===== config.mk =====
export PLATFORM = sky130hd
export DESIGN_NAME = pulse_delay
export DESIGN_NICKNAME = d
export VERILOG_FILES = /design/src/rtl/pulse_delay_pkg.sv /design/src/rtl/pulse_delay_ts_fifo.sv /design/src/rtl/pulse_delay.sv
export SDC_FILE = /design/constraint.sdc
export NUM_CORES = 1
export LEC_CHECK = 0
export ABC_AREA = 1
export CAP_MARGIN = 20
export CORE_ASPECT_RATIO = 1.75
export CORE_UTILIZATION = 55
export DETAILED_ROUTE_END_ITERATION = 6
export GPL_ROUTABILITY_DRIVEN = 1
export PLACE_DENSITY = 0.72
export RECOVER_POWER = 100
export SETUP_SLACK_MARGIN = 0.5
export SLEW_MARGIN = 10
export SYNTH_ARGS = -nofsm -noshare
export SYNTH_HDL_FRONTEND = slang
export SYNTH_SLANG_ARGS = --single-unit

===== constraint.sdc =====
create_clock -name clk -period 3.4 [get_ports clk]
set_input_delay 0.68 -clock clk [delete_from_list [all_inputs] [get_ports clk]]
set_output_delay 0.68 -clock clk [all_outputs]
set_load 0.05 [all_outputs]

===== src/rtl/pulse_delay_pkg.sv =====
// Shared width helpers for the pulse delay line.
package pulse_delay_pkg;

   // Timestamp width: wide enough that DELAY < 2^width, so due-compares never alias.
   function automatic int ts_width(input int delay);
      return $clog2(delay) + 1;
   endfunction

   // Occupancy counter width: holds 0..depth inclusive.
   function automatic int cnt_width(input int depth);
      return $clog2(depth + 1);
   endfunction

endpackage


===== src/rtl/pulse_delay_ts_fifo.sv =====
// First-word-fall-through FIFO of due timestamps, with synchronous flush.
module ts_fifo
   import pulse_delay_pkg::*;
#(
   parameter int WIDTH = 8,
   parameter int DEPTH = 8
) (
   input  logic                        clk,
   input  logic                        n_reset,
   input  logic                        push,
   input  logic                        pop,
   input  logic                        flush,
   input  logic [WIDTH-1:0]            din,
   output logic [WIDTH-1:0]            head,
   output logic                        full,
   output logic                        empty,
   output logic [cnt_width(DEPTH)-1:0] count
);

   localparam int PTR_W = $clog2(DEPTH);
   localparam int CNT_W = cnt_width(DEPTH);

   logic [WIDTH-1:0] r_mem [DEPTH];
   logic [PTR_W-1:0] r_wr_ptr;
   logic [PTR_W-1:0] r_rd_ptr;
   logic [CNT_W-1:0] r_count;

   // Storage write; contents need no reset because count gates every read.
   always_ff @(posedge clk) begin
      if (push && !flush) begin
         r_mem[r_wr_ptr] <= din;
      end
   end

   // Pointers and occupancy; DEPTH is a power of two so pointers wrap naturally.
   always_ff @(posedge clk or negedge n_reset) begin
      if (!n_reset) begin
         r_wr_ptr <= '0;
         r_rd_ptr <= '0;
         r_count  <= '0;
      end else if (flush) begin
         r_wr_ptr <= '0;
         r_rd_ptr <= '0;
         r_count  <= '0;
      end else begin
         if (push) r_wr_ptr <= r_wr_ptr + PTR_W'(1);
         if (pop)  r_rd_ptr <= r_rd_ptr + PTR_W'(1);
         case ({push, pop})
            2'b10:   r_count <= r_count + CNT_W'(1);
            2'b01:   r_count <= r_count - CNT_W'(1);
            default: r_count <= r_count;
         endcase
      end
   end

   assign head  = r_mem[r_rd_ptr];
   assign full  = (r_count == CNT_W'(DEPTH));
   assign empty = (r_count == '0);
   assign count = r_count;

endmodule


===== src/rtl/pulse_delay.sv =====
// Re-emits each input pulse exactly DELAY cycles later; up to DEPTH pulses in flight.
module pulse_delay
   import pulse_delay_pkg::*;
#(
   parameter int DELAY = 1000,
   parameter int DEPTH = 8
) (
   input  logic                        clk,
   input  logic                        n_reset,
   input  logic                        in,
   input  logic                        flush,
   input  logic                        clr_ovf,
   output logic                        out,
   output logic [cnt_width(DEPTH)-1:0] pending,
   output logic                        busy,
   output logic                        overflow
);

   localparam int TS_W  = ts_width(DELAY);
   localparam int CNT_W = cnt_width(DEPTH);

   logic [TS_W-1:0]  r_now;
   logic             r_out;
   logic             r_overflow;
   logic [TS_W-1:0]  w_now_next;
   logic [TS_W-1:0]  w_due;
   logic [TS_W-1:0]  w_head;
   logic             w_full;
   logic             w_empty;
   logic             w_pop;
   logic             w_push;
   logic             w_drop;
   logic [CNT_W-1:0] w_count;

   // Free-running timestamp; flush deliberately leaves it alone.
   always_ff @(posedge clk or negedge n_reset) begin
      if (!n_reset) r_now <= '0;
      else          r_now <= r_now + TS_W'(1);
   end

   assign w_now_next = r_now + TS_W'(1);
   assign w_due      = r_now + TS_W'(DELAY);

   // The head is matched one timestamp early because out is registered,
   // which makes the edge-to-edge latency exactly DELAY.
   assign w_pop  = !w_empty && !flush && (w_head == w_now_next);
   assign w_push = in && !flush && (!w_full || w_pop);
   assign w_drop = in && !flush && w_full && !w_pop;

   ts_fifo #(
      .WIDTH (TS_W),
      .DEPTH (DEPTH)
   ) u_fifo (
      .clk     (clk),
      .n_reset (n_reset),
      .push    (w_push),
      .pop     (w_pop),
      .flush   (flush),
      .din     (w_due),
      .head    (w_head),
      .full    (w_full),
      .empty   (w_empty),
      .count   (w_count)
   );

   // Registered one-cycle output pulse.
   always_ff @(posedge clk or negedge n_reset) begin
      if (!n_reset) r_out <= 1'b0;
      else          r_out <= w_pop;
   end

   // Sticky drop flag; a drop in the same cycle as a clear keeps it set.
   always_ff @(posedge clk or negedge n_reset) begin
      if (!n_reset)     r_overflow <= 1'b0;
      else if (w_drop)  r_overflow <= 1'b1;
      else if (clr_ovf) r_overflow <= 1'b0;
   end

   assign out      = r_out;
   assign pending  = w_count;
   assign busy     = (w_count != '0);
   assign overflow = r_overflow;

endmodule


==> reports/results.tsv <==
stage	metric	value	unit
setup_path	rr_startpoint	r_now[0]	
hold_path	hp-start	overflow	
setup_path	crit_fanout	5	
setup_path	startpoint	r_now[0]	
timing	period_needed	3101	ps
drt	first_iter_violations	393	
synthesis	synth_area_leaders	edfxtp_1, nand2_1, dfrtp_1, nand3_1, inv_1	
global_route	grt_pass1_wl	20.62	mm
setup_path	worst-endpoint-arrival	3400	ps
clocking	cts_tree	done	
setup_path	path_class	flip-flop to flip-flop	
synthesis	synth_area	5404	um2
timing	slew_headroom	8.691	%
timing	fin_tns_setup	0	ps
global_route	grt_use_total	27.72	%
drt	antenna_left	0	
synthesis	synth_cell_types	28	
die	die_x	76.93	um
clocking	cts_made_buffers	9	
die	placementRows	47	
drt	wire_per_inst	19.09	um
setup_path	cp.required	3700	ps
die	core_area	9527	um2
timing	final.setup_skew	9.404	ps
power_and_ir_drop	power_density	409.4	nW/um2
cells_and_area	layout_commonest_cell	nand2_1	
hold_path	min_path_cells	2	
cells_and_area	final_cell_mix	nand2_1, edfxtp_1, inv_1	
synthesis	synth_edf_count	88	
timing	setup_viol	0	
power_and_ir_drop	p_total	2738	uW
timing	fmax	0.3225	GHz
timing	setup_ws	298.9	ps
global_route	grt_pass1_vias	4051	
cells_and_area	drive_gt1_share	22.45	%
placement	gp_congestion	0.9240	
clocking	clkLatencyLatePin	360	ps
die	die-area	10240	um2
clocking	clkSlewWorstSetupHoldPaths	70	ps
timing	hold_viol	0	
global_route	gr-total-overflow	0	
drt	vias_per_cell	5.723	
setup_path	worstRegToRegCells	20	
drt	num_vias	4344	
clocking	clk_path_buf_depth	2	
run_status	outcome	complete, no violations	
power_and_ir_drop	ir_worst_vdd	532.3	uV
job	maxCapViolations	0	
cells_and_area	postLayoutCellArea	6688	um2
synthesis	yosys.area.top_type	edfxtp_1	
synthesis	synth_ff_type	edfxtp_1	
placement	dp_slack	157.4	ps
clocking	clkSinkCount	111	
clocking	h-tree-depth	3	
clocking	cts_root_buf	clkbuf_16	
synthesis	synthArstFlopShare	20.72	%
power_and_ir_drop	p_leak	0.002976	uW
timing	slew_viol_final	0	
cells_and_area	n_antenna_cell	0	
global_route	grt_max_degree	25	
cells_and_area	utilization	70.20	%
drt	first_pass_iters	4	
die	start_util	56.72	%
placement	portBuffers	11	
timing	tightestPinTransition	1370	ps
synthesis	synth_warnings	0	
die	die_y	133.1	um
cells_and_area	area_delta_synth_final	23.76	%
placement	place_hpwl	8.551	mm
drt	drc	0	
global_route	antenna_found_initial	0	
synthesis	syn-num-nets	589	
die	ios	12	
synthesis	synth_cells	577	
drt	totalWireLength	14.49	mm
timing	period_share	91.21	%
setup_path	cp-end-kind	flip-flop	
synthesis	synth_area_per_cell	9.366	um2
setup_path	cp-start-kind	flip-flop	
cells_and_area	fin_nets	644	
synthesis	ys_ff_latch	111	
synthesis	synth_top_area_share	48.90	%
synthesis	yosysSeqAreaShare	59.55	%
timing	rsz0062_at_grt	yes	
placement	dpl_cell_area	5742	um2
hold_path	hp-class	flip-flop to flip-flop	
-- kinds of logic after synthesis --
family / Yosys count / synth area share [%]
simple gates: 346 / 27.95
flops: 111 / 59.55
buf+inv: 85 / 7.015
xor+xnor: 16 / 2.593
compound gates: 12 / 1.135
fa+ha+maj: 7 / 1.760
-- sequential cells by signal, summed over array words and instances, names as in the netlist --
name and cells:
overflow 1, u_fifo.count 4, u_fifo.r_wr_ptr 3, r_now 11, out 1, u_fifo.r_rd_ptr 3
u_fifo.r_mem 88
-- stage by stage --
step,hold WS (ps),std cells
4_1_cts,544.6,749
3_5_place_dp,529.2,716
3_3_place_gp,527.5,716
6_report,540.9,759
2_1_floorplan,384.4,577
5_1_grt,587.3,759
-- cell usage after synthesis (3+ instances only) --
master,instances
nand4_1,7
buf_2,9
nand2_2,8
ha_1,6
nand3_1,83
buf_6,5
dfrtp_1,23
a21oi_1,5
nor2_1,33
nand3_2,3
inv_1,64
nor3_1,7
o21ai_0,6
xor2_1,14
nand2_1,197
edfxtp_1,88
-- where the power goes --
group	leakage, uW	switching (uW)	internal (uW)	total [uW]
Sequential	0.00120	14.0	1470	1480
Combinational	0.00163	117	59.8	177
Clock	0.000150	497	582	1080
-- final cells by class --
class	count	area (um2)
Multi-Input combinational cell	381	2101
Sequential cell	111	3224
Fill cell	696	2839
Clock buffer	9	225.2
Timing Repair inverter	2	25.02
Tap cell	122	152.6
Timing Repair Buffer	60	600.6
Clock inverter	7	78.83
Inverter	67	280.3
-- layer usage --
metal  GRT usage, %  vias to the layer above  routed length [um]
li1               -                     1994                   -
met1          31.67                     2094                5121
met2          47.62                      195                7582
met3          4.452                       61                 849
met4          18.06                        0                 939
met5              0                        -                   0
-- timing repair --
action                     in CTS  in global routing
gates resized for setup        24                 80
cloned                          3                  2
buffers inserted               14                  8
hold buffers                    0                  0
setup endpoints to repair      16                 91
hold endpoints to repair        0                  0
pin swaps                       5                 32
-- final timing paths --
| kind | endpoint | slack, ps |
|---|---|---|
| worst max-delay path | u_fifo.count[3] | 300 |
| worst min register to register | overflow | 540 |
| worst max register to register | u_fifo.count[3] | 300 |
| max in group asynchronous | u_fifo.r_rd_ptr[0] | 1260 |
| min in group asynchronous | u_fifo.count[2] | 1160 |
| worst min-delay path | overflow | 540 |
-- critical path: stages (launching register included) --
cell and delay [ps]:
dfrtp_1 410, ha_1 340, nand3_2 150, xor2_1 270, inv_1 100, nand2_1 100, nand2_2 100, nor2_1 100
nand2_1 80, nor2_2 120, nand3_2 100, inv_2 110, ha_4 220, a21oi_4 140, nand2_2 80, xor2_2 160
nand4_1 100, nand2_1 70, nor2_1 140, nand2_1 90, nand2_1 60
No activity file was read; power rests on OpenSTA's default activity.
